$ cat config.mk
export PLATFORM = sky130hd
export DESIGN_NAME = pipelined_adder
export DESIGN_NICKNAME = d
export VERILOG_FILES = /design/src/rtl/pipelined_adder.sv
export SDC_FILE = /design/constraint.sdc
export NUM_CORES = 1
export LEC_CHECK = 0
export ABC_AREA = 1
export BUFFER_PORTS_ARGS = -buffer_cell sky130_fd_sc_hd__buf_4
export CORE_UTILIZATION = 45
export DETAILED_ROUTE_END_ITERATION = 8
export PLACE_DENSITY_LB_ADDON = 0.2
export SLEW_MARGIN = 20
export SYNTH_ARGS = -nofsm -noshare
export SYNTH_HDL_FRONTEND = slang
export SYNTH_SLANG_ARGS = --single-unit
$ cat constraint.sdc
create_clock -name clk -period 3.5 [get_ports clk]
set_clock_uncertainty 0.1 [all_clocks]
set_input_delay 0 -clock clk [delete_from_list [all_inputs] [get_ports clk]]
set_output_delay 0 -clock clk [all_outputs]
set_load 0.02 [all_outputs]
$ cat src/rtl/pipelined_adder.sv
// pipelined_adder: WIDTH-bit a+b+cin cut into STAGES carry-pipelined slices; PIPELINED_ADDER_SUB_EN adds a sub port (a-b).
// Latency STAGES cycles at one add per cycle; a held output (out_ready low) freezes every stage and drops in_ready.
module pipelined_adder #(
  parameter int WIDTH  = 16,
  parameter int STAGES = 4
) (
  input  logic             clk,
  input  logic             rst_n,
  input  logic             in_valid,
  output logic             in_ready,
  input  logic [WIDTH-1:0] a,
  input  logic [WIDTH-1:0] b,
  input  logic             cin,
`ifdef PIPELINED_ADDER_SUB_EN
  input  logic             sub,
`endif
  output logic             out_valid,
  input  logic             out_ready,
  output logic [WIDTH-1:0] sum,
  output logic             cout,
  output logic             ovf
);

  // Needs STAGES >= 2 and WIDTH % STAGES == 0.
  localparam int SW = WIDTH / STAGES;
  // Total width of the shrinking B-operand skew registers between stages.
  localparam int BT = (STAGES - 1) * WIDTH - SW * (STAGES - 1) * STAGES / 2;

  logic             adv;
  logic [WIDTH-1:0] b_eff;
  logic             c0;

  logic [STAGES-1:0] vld_q;
  logic [STAGES-1:0] cy_q, cy_d;
  logic [WIDTH-1:0]  acc_q [STAGES];
  logic [WIDTH-1:0]  acc_d [STAGES];
  logic [BT-1:0]     brem_q, brem_d;
  logic              ovf_q, ovf_d;

  function automatic logic [SW:0] slice_add(input logic [SW-1:0] x, input logic [SW-1:0] y,
                                            input logic ci);
    logic          c;
    logic [SW:0]   r;
    c = ci;
    r = '0;
    for (int i = 0; i < SW; i++) begin
      r[i] = x[i] ^ y[i] ^ c;
      c    = (x[i] & y[i]) | (c & (x[i] ^ y[i]));
    end
    r[SW] = c;
    return r;
  endfunction

`ifdef PIPELINED_ADDER_SUB_EN
  assign b_eff = b ^ {WIDTH{sub}};
  assign c0    = sub | cin;
`else
  assign b_eff = b;
  assign c0    = cin;
`endif

  assign adv       = ~(out_valid & ~out_ready);
  assign in_ready  = adv;
  assign out_valid = vld_q[STAGES-1];
  assign sum       = acc_q[STAGES-1];
  assign cout      = cy_q[STAGES-1];
  assign ovf       = ovf_q;

  // acc shifts right one slice per stage: pending A slices drain from the bottom while
  // finished sum slices enter at the top, so the last stage holds the whole aligned sum.
  for (genvar k = 0; k < STAGES; k++) begin : g_stg
    localparam int RB = WIDTH - (k + 1) * SW;
    logic [WIDTH-1:0]   xa;
    logic [RB+SW-1:0]   xb;
    logic               ci;
    logic [SW:0]        r;

    if (k == 0) begin : g_src
      assign xa = a;
      assign xb = b_eff;
      assign ci = c0;
    end else begin : g_src
      localparam int OFFP = (k - 1) * WIDTH - SW * (k - 1) * k / 2;
      assign xa = acc_q[k-1];
      assign xb = brem_q[OFFP +: RB + SW];
      assign ci = cy_q[k-1];
    end

    assign r        = slice_add(xa[SW-1:0], xb[SW-1:0], ci);
    assign acc_d[k] = {r[SW-1:0], xa[WIDTH-1:SW]};
    assign cy_d[k]  = r[SW];

    if (k < STAGES - 1) begin : g_fwd
      localparam int OFF = k * WIDTH - SW * k * (k + 1) / 2;
      assign brem_d[OFF +: RB] = xb[RB+SW-1:SW];
    end else begin : g_last
      assign ovf_d = (xa[SW-1] == xb[SW-1]) & (r[SW-1] != xa[SW-1]);
    end
  end

  always_ff @(posedge clk or negedge rst_n) begin
    if (!rst_n) begin
      vld_q  <= '0;
      cy_q   <= '0;
      brem_q <= '0;
      ovf_q  <= 1'b0;
      for (int k = 0; k < STAGES; k++) acc_q[k] <= '0;
    end else if (adv) begin
      vld_q  <= {vld_q[STAGES-2:0], in_valid};
      cy_q   <= cy_d;
      brem_q <= brem_d;
      ovf_q  <= ovf_d;
      for (int k = 0; k < STAGES; k++) acc_q[k] <= acc_d[k];
    end
  end

endmodule

# Word level (Yosys, flattened, before mapping)
# Index checks and enable logic that the tools add are counted.
[word_totals]
regBits = 97
inputBits = 37
output_inout_bits = 20
wordCells = 94
[op_classes]
eq_ne = 2
n_bitwise = 84
[ops]
columns = ["operator", "count"]
rows = [
  ["$and 1x1->1", 34],
  ["$xor 1x1->1", 32],
  ["$or 1x1->1", 16],
  ["$not 1->1", 2],
  ["$eq 1x1->1", 1],
  ["$ne 1x1->1", 1],
]

# Logic depth before layout (Yosys ltp)
# Gate-level depths: netlist (run 1).
[depth]
depth_word = 10
ltp_mapped = 11
mapped_depth_nobuf = 11

# Worst setup path after synthesis (run 1)
# No wires, ideal clock.
[synth_path]
path_type = "register -> register"
from = "register cy_q[2]"
to = "register ovf_q, in the netlist ovf"
setup_ns = 0.116
arrival_ns = 2.021
required_ns = 3.284
setup_slack_ns = 1.263
stages_incl_launch_ff = 11
n_path_buf = 0
synth_period_minus_slack_ns = 2.237
cell_sequence = "dfrtp_1 fa_1 inv_1 fa_1 fa_1 inv_1 fa_1 nor2_1 nor2_1 nand2_1 nand2_1"
[synth_lines]
columns = ["item", "line", "text"]
rows = [
  ["start: declaration", "34", "logic [STAGES-1:0] cy_q, cy_d;"],
  ["start signal: assignment", "110", "cy_q <= cy_d;"],
  ["end signal: assignment", "112", "ovf_q <= ovf_d;"],
  ["end: declaration", "38", "logic ovf_q, ovf_d;"],
]

# Final worst setup path (run 1)
[layout_path]
from = "input cin"
to = "register acc_q (netlist bit g_stg[1].xa[15])"
[layout_via]
elab_chain_len = 7
[layout_lines]
columns = ["item", "line", "text"]
rows = [
  ["start: declaration", "13", "input logic cin,"],
  ["$and 1x1->1", "48", "c = (x[i] & y[i]) | (c & (x[i] ^ y[i]));"],
  ["$or 1x1->1", "48", ""],
  ["$and 1x1->1", "48", ""],
  ["$or 1x1->1", "48", ""],
  ["$and 1x1->1", "48", ""],
  ["$or 1x1->1", "48", ""],
  ["$xor 1x1->1", "47", "r[i] = x[i] ^ y[i] ^ c;"],
  ["end: declaration", "35", "logic [WIDTH-1:0] acc_q [STAGES];"],
]
# Every way passes these cells.
# A chain may end at the register's enable or synchronous reset.

==> flow_summary.json, run 1 <==
{
  "via_cell_ratio": 4.55,
  "required_ns": 3.68,
  "totalWireLength_um": 7480,
  "yosys.area.top_type": "sky130_fd_sc_hd__dfrtp_1",
  "cts-hold-fix-buffers": 36,
  "worst_setup_path_end_kind": "register",
  "diodes": 0,
  "vdd_ir_drop_max_uv": 362,
  "unrepaired_setup_endpoints_after_global_routing": "false",
  "worstPathMaxFanout": 1,
  "areaGrowthSynthToFinish_pct": 24.5,
  "synth.area.top_cells": "sky130_fd_sc_hd__dfrtp_1 60%, sky130_fd_sc_hd__nand2_1 20%, sky130_fd_sc_hd__fa_1 7.9%, sky130_fd_sc_hd__o21ai_0 4.4%, sky130_fd_sc_hd__inv_1 3.3%",
  "drtPass1Iterations": 4,
  "setup_viol": 0,
  "worst_slew_margin_rel_pct": 35.5,
  "tritoncts_clock_tree": "done",
  "first_global_vias": 2870,
  "final_worst_path_period_need_ns": 2.69,
  "grt_pass1_wl_um": 13400,
  "layout_worst_path_cycle_share_pct": 76.9,
  "slowest_stage_cell_on_the_critical_path": "sky130_fd_sc_hd__dlygate4sd3_1",
  "grt_max_degree": 100,
  "critical_path.n_buffers_inverters": 6,
  "cts_resized": 0,
  "cts_max_path_buffers": 2,
  "worst-endpoint-arrival_ns": 2.87,
  "status": "completed",
  "initial_core_util_pct": 46.5,
  "maxCapViolCount": 0,
  "clock_tree.htree_level_count": 3,
  "wl_per_cell_um": 11.9,
  "finalHoldViolCount": 0,
  "critical_path_cell_by_cell": "dlygate4sd3_1, buf_4, inv_1, fa_1, inv_1, fa_1, fa_1, inv_1, fa_1, dlygate4sd3_1, o21ai_0",
  "ys_ff_latch": 97,
  "power.density_cell_area_nw_per_um2": 792,
  "antenna_left": 0,
  "post-synth-top-area-fraction_pct": 59.8,
  "crit_top_cell": "sky130_fd_sc_hd__fa_1",
  "drc_errors": 0,
  "worstMarginPinSlew_ns": 0.966,
  "clkSlewWorstSetupHoldPaths_ns": 0.09,
  "final_nets": 569,
  "buffers_inserted_by_post_cts_timing_repair": 0,
  "synth_most_common_cell": "sky130_fd_sc_hd__nand2_1",
  "post-dp-hpwl_um": 4750,
  "ys_types": 15,
  "antenna_found_initial": 0,
  "die-width_um": 97.0,
  "num_rows": 34,
  "synth_enable_flop_cells": 0,
  "synth.cell_area_um2": 4060,
  "syn_avg_cell_area_um2": 9.48,
  "proportion_of_synthesized_chip_area_in_sequential_cells_pct": 59.8,
  "cpPeakStageDelay_ns": 0.55,
  "maxSlewViolCount": 0,
  "finalPower_mw": 4.00,
  "critical_path.startpoint_type": "input pin",
  "leakagePower_nw": 2.66,
  "finalWeightedCongestion": 0.794,
  "worst_path_class_setup": "input pin to register",
  "pin_count": 57,
  "number_of_buffers_added_by_the_clock_tree_synthesis_step": 9,
  "clock_sinks": 97,
  "postSynthNetCount": 482,
  "synth.yosys.warnings": 0,
  "core_um2": 8720,
  "hold_path_class": "input pin to asynchronous set/reset pin",
  "grt_overflow_total": 0,
  "cts_root_buffer": "sky130_fd_sc_hd__clkbuf_8",
  "setup-tns-final_ns": 0,
  "fmax_ghz": 0.372,
  "grt_use_total_pct": 17.8,
  "layout-drive-gt1-share_pct": 15.0,
  "critical_path.top_delay_family": "buffers and inverters",
  "postSynth.topFlopCell": "sky130_fd_sc_hd__dfrtp_1",
  "dieHeight_um": 97.0,
  "die-area_um2": 9400,
  "detailedRoute.firstIterationViolations": 157,
  "syn_inst": 428,
  "detailroute.via_count": 2855,
  "ys_top_cells_by_count": "214 x sky130_fd_sc_hd__nand2_1, 97 x sky130_fd_sc_hd__dfrtp_1, 36 x sky130_fd_sc_hd__inv_1, 36 x sky130_fd_sc_hd__o21ai_0, 16 x sky130_fd_sc_hd__fa_1",
  "port_buf_inserts": 56,
  "latest_clock_arrival_within_the_worst_skew_pair_ns": 0.36,
  "postSynth.asyncResetShare_pct": 100
}
==> sequential cells by signal, summed over array words and instances (netlist names) <==
register,count
cy_q,4
vld_q,4
ovf,1
brem_q,24
sum,16
g_stg.xa,48
==> worst paths after layout <==
check | start | depth (start not counted) | slack (ns) | endpoint
worst max-delay path | cin | 11 | 0.81 | g_stg[1].xa[15]$_DFFE_PN0N_
worst min-delay path | rst_n | 2 | 0.15 | vld_q[0]$_DFFE_PN0N_
worst max register to register | cy_q[2]$_DFFE_PN0N_ | 10 | 1.13 | ovf$_DFFE_PN0N_
worst min register to register | vld_q[2]$_DFFE_PN0N_ | 2 | 0.36 | vld_q[3]$_DFFE_PN0N_
max in group asynchronous | rst_n | 3 | 2.45 | g_stg[1].xa[3]$_DFFE_PN0N_
min in group clk | a[10] | 4 | 0.29 | g_stg[1].xa[6]$_DFFE_PN0N_
==> cell usage in the layout, fill, tap and decap left out <==
cell type,instances
sky130_fd_sc_hd__nand2_1,214
sky130_fd_sc_hd__dfrtp_1,97
sky130_fd_sc_hd__buf_4,59
sky130_fd_sc_hd__inv_1,36
sky130_fd_sc_hd__o21ai_0,36
sky130_fd_sc_hd__dlygate4sd3_1,36
sky130_fd_sc_hd__fa_1,16
sky130_fd_sc_hd__clkbuf_8,11
sky130_fd_sc_hd__clkinvlp_4,3
sky130_fd_sc_hd__inv_2,2
sky130_fd_sc_hd__o21ai_1,2
sky130_fd_sc_hd__nor2_1,2
sky130_fd_sc_hd__nand2_4,1
sky130_fd_sc_hd__a21oi_1,1
sky130_fd_sc_hd__ha_1,1
sky130_fd_sc_hd__clkinv_2,1
sky130_fd_sc_hd__clkbuf_1,1
sky130_fd_sc_hd__buf_6,1
==> per-stage QoR <==
step / util [%] / hold slack, ns / instance area [µm²] / setup WS [ns] / instances
finish: 57.9 / 0.151 / 5050 / 0.810 / 628
global route: 57.9 / 0.225 / 5050 / 0.706 / 628
CTS: 57.9 / 0.275 / 5050 / 0.828 / 628
detailed placement: 51.7 / 0.106 / 4510 / 1.12 / 576
global placement: 51.7 / 0.107 / 4510 / 1.20 / 576
floorplan: - / -0.396 / 4060 / 1.26 / 428
==> cells by family after synthesis <==
kind of cell    count (synthesis)  synth area share [%]
compound gates                 39                  4.81
fa+ha+maj                      17                  8.20
buf+inv                        58                  6.91
flops                          97                  59.8
simple gates                  217                  20.3
==> layer usage <==
| metal | wire (µm) | up-vias | share of wire [%] | global-route usage, % |
|---|---|---|---|---|
| met1 | 3590 | 1339 | 48 | 25.5 |
| li1 | - | 1457 | - | - |
| met3 | 246 | 11 | 3.3 | 3.03 |
| met2 | 3520 | 48 | 47 | 27.2 |
| met5 | 0 | - | 0 | 0 |
| met4 | 131 | 0 | 1.8 | 7.23 |
==> power by group <==
part | switching [mW] | leakage [nW] | internal, mW
sequential | 0.256 | 1.18 | 1.60
combinational | 0.872 | 1.40 | 0.606
clock | 0.371 | 0.0846 | 0.296
==> cell type report <==
type | instances | area (µm²)
Timing Repair Buffer | 96 | 815
Clock buffer | 12 | 155
Inverter | 38 | 143
Multi-Input combinational cell | 273 | 1350
Clock inverter | 4 | 27.5
Fill cell | 788 | 3670
Sequential cell | 97 | 2430
Tap cell | 108 | 135
Note: power is estimated with default switching activity, not from simulation.
==> run 2: changes to the inputs <==
--- a/config.mk
+++ b/config.mk
@@ -5,7 +5,7 @@
 export SDC_FILE = /design/constraint.sdc
 export NUM_CORES = 1
 export LEC_CHECK = 0
-export ABC_AREA = 1
+export ABC_AREA = 0
 export BUFFER_PORTS_ARGS = -buffer_cell sky130_fd_sc_hd__buf_4
 export CORE_UTILIZATION = 45
 export DETAILED_ROUTE_END_ITERATION = 8
==> constraint.sdc (replaced) <==
create_clock -name clk -period 2.6 [get_ports clk]
set_clock_uncertainty 0.1 [all_clocks]
set_input_delay 0 -clock clk [delete_from_list [all_inputs] [get_ports clk]]
set_output_delay 0 -clock clk [all_outputs]
set_load 0.02 [all_outputs]
==> run 2 against run 1 <==
Sequential power up 36%. Global-route usage down 2.7 points. First-iteration DRC count down 70%. Critical path type unchanged. Largest cell class unchanged. Largest power group unchanged.
==> flow_summary.json, run 2 <==
{
  "finalHoldViolCount": 0,
  "place_worst_setup_slack_ns": 0.201,
  "cts-hold-fix-buffers": 34,
  "min-delay-start": "a[3]",
  "postSynthNetCount": 318,
  "diodes": 0,
  "r2r_start": "cy_q[2]$_DFFE_PN0N_",
  "synth.area.top_cells": "sky130_fd_sc_hd__dfrtp_1 59%, sky130_fd_sc_hd__mux2_2 20%, sky130_fd_sc_hd__fa_1 7.8%, sky130_fd_sc_hd__mux2_4 3.7%, sky130_fd_sc_hd__inv_1 2.5%",
  "globalRouteMet1Util_pct": 19.5,
  "totalWireLength_um": 6490,
  "postSynth.asyncResetShare_pct": 100,
  "min_to": "cy_q[0]$_DFFE_PN0N_",
  "clock_sinks": 97,
  "postSynth.topFlopCell": "sky130_fd_sc_hd__dfrtp_1",
  "grt_overflow_total": 0,
  "cts_root_buffer": "sky130_fd_sc_hd__clkbuf_8",
  "drtPass1Iterations": 2,
  "synth_enable_flop_cells": 0,
  "maxCapViolCount": 0,
  "detailroute.via_count": 2270,
  "layout-drive-gt1-share_pct": 44.3,
  "post-synth-top-area-fraction_pct": 59.3,
  "layout_worst_path_cycle_share_pct": 94.1,
  "critical_path.startpoint_type": "input pin",
  "rrSetupSlack_ns": 0.23,
  "required_ns": 2.78,
  "worst_setup_path_end_kind": "register",
  "buffers_inserted_by_post_cts_timing_repair": 0,
  "detailedRoute.firstIterationViolations": 47,
  "timing.hold.worst_path_depth": 4,
  "worst_slew_margin_rel_pct": 62.9,
  "synth.cell_area_um2": 4100,
  "leakagePower_nw": 2.36,
  "groute.layer.met2.usage_pct": 24.7,
  "global_route.peak_usage_layer": "met2",
  "fmax_ghz": 0.409,
  "worstPathMaxFanout": 1,
  "via_cell_ratio": 4.84,
  "unrepaired_setup_endpoints_after_global_routing": "false",
  "critical_path_cell_by_cell": "dlygate4sd3_1, buf_4, fa_1, fa_1, inv_1, fa_1, dlygate4sd3_1, a21oi_1",
  "grt_use_met3_pct": 2.88,
  "proportion_of_synthesized_chip_area_in_sequential_cells_pct": 59.3,
  "die-width_um": 97.4,
  "synth_most_common_cell": "sky130_fd_sc_hd__dfrtp_1",
  "dieHeight_um": 97.4,
  "cts_resized": 0,
  "final_worst_path_period_need_ns": 2.45,
  "slowest_stage_cell_on_the_critical_path": "sky130_fd_sc_hd__dlygate4sd3_1",
  "post-dp-hpwl_um": 4080,
  "cts_max_path_buffers": 2,
  "largest_reg_flops": 48,
  "final_cell_count_no_fill": 469,
  "finalPower_mw": 5.71,
  "initial_core_util_pct": 46.7,
  "final_nets": 410,
  "wl_per_cell_um": 13.8,
  "core_um2": 8760,
  "worst_path_class_setup": "input pin to register",
  "yosys.area.top_type": "sky130_fd_sc_hd__dfrtp_1",
  "placement.cell_area_um2": 4650,
  "final_area_um2": 5200,
  "cpPeakStageDelay_ns": 0.56,
  "setup_viol": 0,
  "grt_use_total_pct": 15.1,
  "tritoncts_clock_tree": "done",
  "hold_path_class": "input pin to register",
  "num_rows": 34,
  "rr_worst_depth": 8,
  "die-area_um2": 9490,
  "setup-tns-final_ns": 0,
  "grt_pass1_wl_um": 11200,
  "ys_ff_latch": 97,
  "finalWeightedCongestion": 0.670,
  "status": "completed",
  "vdd_ir_drop_max_uv": 386,
  "final_util_pct": 59.3,
  "dp_cells": 419,
  "power.density_cell_area_nw_per_um2": 1100,
  "most-common-layout-cells": "97 x sky130_fd_sc_hd__dfrtp_1, 74 x sky130_fd_sc_hd__mux2_2, 57 x sky130_fd_sc_hd__buf_4",
  "worstMarginPinSlew_ns": 0.557,
  "clkSlewWorstSetupHoldPaths_ns": 0.09,
  "first_global_vias": 2377,
  "regToRegEndpoint": "ovf$_DFFE_PN0N_",
  "worst-endpoint-arrival_ns": 2.62,
  "mostFrequentLayoutCell": "sky130_fd_sc_hd__dfrtp_1",
  "synth.yosys.warnings": 0,
  "postLayoutSetupSlackWorst_ns": 0.154,
  "number_of_buffers_added_by_the_clock_tree_synthesis_step": 9,
  "ys_top_cells_by_count": "97 x sky130_fd_sc_hd__dfrtp_1, 74 x sky130_fd_sc_hd__mux2_2, 27 x sky130_fd_sc_hd__inv_1",
  "antenna_left": 0,
  "crit_top_cell": "sky130_fd_sc_hd__fa_1",
  "latest_clock_arrival_within_the_worst_skew_pair_ns": 0.35,
  "clock_tree.htree_level_count": 3,
  "drc_errors": 0,
  "grt_max_degree": 62,
  "pin_count": 57,
  "worst_hold_slack_ns": 0.0476,
  "areaGrowthSynthToFinish_pct": 27.0,
  "maxSlewViolCount": 0,
  "port_buf_inserts": 56,
  "syn_inst": 264,
  "syn_avg_cell_area_um2": 15.5,
  "ys_types": 19,
  "antenna_found_initial": 0
}
[run 2: how the worst max path moves through the flow]
stage                        start  slack (ns)                           to  cells after the start
2_1_floorplan  cy_q[2]$_DFFE_PN0N_        0.33              ovf$_DFFE_PN0N_                      8
3_3_place_gp   cy_q[2]$_DFFE_PN0N_        0.27              ovf$_DFFE_PN0N_                      8
3_5_place_dp   cy_q[2]$_DFFE_PN0N_        0.20              ovf$_DFFE_PN0N_                      8
4_1_cts                       b[1]        0.15  g_stg[1].xa[15]$_DFFE_PN0N_                      8
5_1_grt                       b[1]        0.07  g_stg[1].xa[15]$_DFFE_PN0N_                      8
6_report                      b[1]        0.15  g_stg[1].xa[15]$_DFFE_PN0N_                      8
[run 2: layout make-up]
class | count | area (µm²)
clock buffers | 11 | 131
clock inverters | 5 | 80.1
fillers | 714 | 3560
inverters | 28 | 105
multi-input cells | 126 | 1490
flip-flops and latches | 97 | 2430
well taps | 108 | 135
repair buffers | 94 | 828
[run 2: power breakdown]
group	switching [mW]	leakage (nW)	internal, mW
logic	0.910	1.14	1.23
registers	0.361	1.12	2.17
clock network	0.502	0.0995	0.542
total	1.77	2.36	3.94
[run 2: kinds of logic (layout without fill, tap and decap cells)]
| logic type | after synthesis | in the layout | synth area share (%) |
|---|---|---|---|
| AO/OA/AOI/OAI | 10 | 10 | 1.28 |
| XOR/XNOR | 1 | 1 | 0.214 |
| adder cells (fa/ha/maj) | 17 | 17 | 8.13 |
| buffers and inverters | 41 | 138 | 4.46 |
| flip-flops | 97 | 97 | 59.3 |
| multiplexers | 86 | 86 | 24.5 |
| AND/OR/NAND/NOR | 12 | 12 | 2.14 |
[run 2: critical path: cells and delay by family]
| family | cells | cell delay (ns) |
|---|---|---|
| adders and majority gates | 3 | 1.19 |
| buffers and inverters | 4 | 1.31 |
| AOI/OAI and AO/OA | 1 | 0.12 |
[run 2: layer usage]
| metal | vias to the layer above | share of wire [%] |
|---|---|---|
| li1 | 1064 | - |
| met1 | 1164 | 46 |
| met2 | 33 | 49 |
| met3 | 9 | 2.6 |
| met4 | 0 | 1.9 |
| met5 | - | 0 |
==> run 3: changes to the inputs <==
==> constraint.sdc (replaced) <==
create_clock -name clk -period 2.6 [get_ports clk]
set_clock_uncertainty 0.1 [all_clocks]
set_input_delay 0.39 -clock clk [delete_from_list [all_inputs] [get_ports clk]]
set_output_delay 0.39 -clock clk [all_outputs]
set_load 0.02 [all_outputs]
==> run 3 against run 2 <==
Clock-buffer cell count fell by 2. Highest routed layer unchanged. First-iteration DRC count shrank 45%. Largest power group unchanged. Hold slack better by 0.11 ns. Global-route usage down 0.11 points. Worst setup slack improved by 0.069 ns. Register-to-register slack about the same. Clock power about the same. Maximum frequency increased by 2.9%. Critical path type is now register to register.
==> flow_summary.json, run 3 (same netlist as run 2, synthesis figures left out) <==
{
  "vdd_ir_drop_max_uv": 440,
  "worst_path_class_setup": "register to register",
  "placement.cell_area_um2": 4660,
  "finalHoldViolCount": 0,
  "maxSlewViolCount": 0,
  "min_to": "g_stg[1].xa[2]$_DFFE_PN0N_",
  "setup-tns-final_ns": 0,
  "finalWeightedCongestion": 0.689,
  "initial_core_util_pct": 46.7,
  "grt_max_degree": 46,
  "final_nets": 380,
  "totalWireLength_um": 6250,
  "tritoncts_clock_tree": "done",
  "core_um2": 8760,
  "slowest_stage_cell_on_the_critical_path": "sky130_fd_sc_hd__fa_1",
  "critical_path.startpoint_type": "register",
  "pin_count": 57,
  "worst-endpoint-arrival_ns": 2.54,
  "clock_tree.htree_level_count": 3,
  "layout_worst_path_cycle_share_pct": 91.4,
  "die-area_um2": 9490,
  "worst_slew_margin_rel_pct": 62.0,
  "wl_per_cell_um": 14.2,
  "min-delay-start": "a[6]",
  "detailedRoute.firstIterationViolations": 26,
  "most-common-layout-cells": "97 x sky130_fd_sc_hd__dfrtp_1, 74 x sky130_fd_sc_hd__mux2_2, 61 x sky130_fd_sc_hd__buf_4",
  "postLayoutSetupSlackWorst_ns": 0.223,
  "buffers_inserted_by_post_cts_timing_repair": 0,
  "cts_resized": 0,
  "areaGrowthSynthToFinish_pct": 19.3,
  "r2r_start": "cy_q[2]$_DFFE_PN0N_",
  "worst_setup_path_end_kind": "register",
  "cts_root_buffer": "sky130_fd_sc_hd__clkbuf_8",
  "largest_reg_flops": 48,
  "layout-drive-gt1-share_pct": 49.8,
  "fmax_ghz": 0.421,
  "place_worst_setup_slack_ns": 0.222,
  "die-width_um": 97.4,
  "worst_hold_slack_ns": 0.159,
  "critical_path_cell_by_cell": "fa_1, inv_1, fa_1, fa_1, inv_1, fa_1, xnor2_1, o31ai_1",
  "final_worst_path_period_need_ns": 2.38,
  "detailroute.via_count": 2137,
  "dieHeight_um": 97.4,
  "maxCapViolCount": 0,
  "rrSetupSlack_ns": 0.22,
  "crit_top_cell": "sky130_fd_sc_hd__fa_1",
  "num_rows": 34,
  "grt_pass1_wl_um": 11100,
  "diodes": 0,
  "drtPass1Iterations": 2,
  "timing.hold.worst_path_depth": 2,
  "via_cell_ratio": 4.87,
  "clock_sinks": 97,
  "rr_worst_depth": 8,
  "antenna_found_initial": 0,
  "latest_clock_arrival_within_the_worst_skew_pair_ns": 0.36,
  "critical_path.top_delay_family": "adder cells",
  "cpPeakStageDelay_ns": 0.44,
  "critical_path.n_buffers_inverters": 2,
  "post-dp-hpwl_um": 4420,
  "port_buf_inserts": 56,
  "required_ns": 2.76,
  "mostFrequentLayoutCell": "sky130_fd_sc_hd__dfrtp_1",
  "regToRegEndpoint": "ovf$_DFFE_PN0N_",
  "power.density_cell_area_nw_per_um2": 1160,
  "worstMarginPinSlew_ns": 0.570,
  "grt_use_total_pct": 15.0,
  "leakagePower_nw": 2.24,
  "hold_path_class": "input pin to register",
  "grt_overflow_total": 0,
  "setup_viol": 0,
  "cts_max_path_buffers": 2,
  "first_global_vias": 2257,
  "finalPower_mw": 5.69,
  "worstPathMaxFanout": 2,
  "clkSlewWorstSetupHoldPaths_ns": 0.10,
  "drc_errors": 0,
  "antenna_left": 0,
  "final_area_um2": 4890,
  "number_of_buffers_added_by_the_clock_tree_synthesis_step": 9,
  "unrepaired_setup_endpoints_after_global_routing": "false",
  "status": "completed"
}
run 3: how the worst max path moves through the flow:
stage                         from               to  slack, ns  depth (start not counted)
4_1_cts        cy_q[2]$_DFFE_PN0N_  ovf$_DFFE_PN0N_       0.21                          8
3_3_place_gp   cy_q[2]$_DFFE_PN0N_  ovf$_DFFE_PN0N_       0.28                          8
3_5_place_dp   cy_q[2]$_DFFE_PN0N_  ovf$_DFFE_PN0N_       0.22                          8
6_report       cy_q[2]$_DFFE_PN0N_  ovf$_DFFE_PN0N_       0.22                          8
2_1_floorplan  cy_q[2]$_DFFE_PN0N_  ovf$_DFFE_PN0N_       0.33                          8
5_1_grt        cy_q[2]$_DFFE_PN0N_  ovf$_DFFE_PN0N_       0.13                          8
run 3: per-stage QoR:
| stage | cells | util, % |
|---|---|---|
| finish | 439 | 55.8 |
| global route | 439 | 55.8 |
| CTS | 439 | 55.8 |
| detailed placement | 422 | 53.2 |
| global placement | 422 | 53.2 |
| floorplan | 264 | - |
run 3: report_power, final:
part | switching, mW | internal [mW] | leakage [nW]
clock network | 0.512 | 0.542 | 0.106
logic | 0.915 | 1.20 | 1.01
registers | 0.358 | 2.17 | 1.12
total | 1.79 | 3.91 | 2.24
run 3: cell type report:
type	instances	area, µm²
inverter	28	105
clock inverter	7	93.8
timing repair buffer	64	508
sequential	97	2430
clock buffer	9	124
fill	746	3880
tap	108	135
multi-input combinational	126	1490
run 3: what timing repair did:
| item | 4_1_cts | 5_1_grt |
|---|---|---|
| endpoints found under the hold margin | 36 | 0 |
| endpoints found under the setup margin | 0 | 0 |
| hold buffers | 1 | 0 |
run 3: routing by layer:
metal / vias up / routed length [µm] / global-route usage, %
met5: - / 0 / 0
met4: 0 / 127 / 7.47
met3: 9 / 173 / 2.81
met2: 33 / 3050 / 22.7
met1: 1088 / 2900 / 20.9
li1: 1007 / - / -
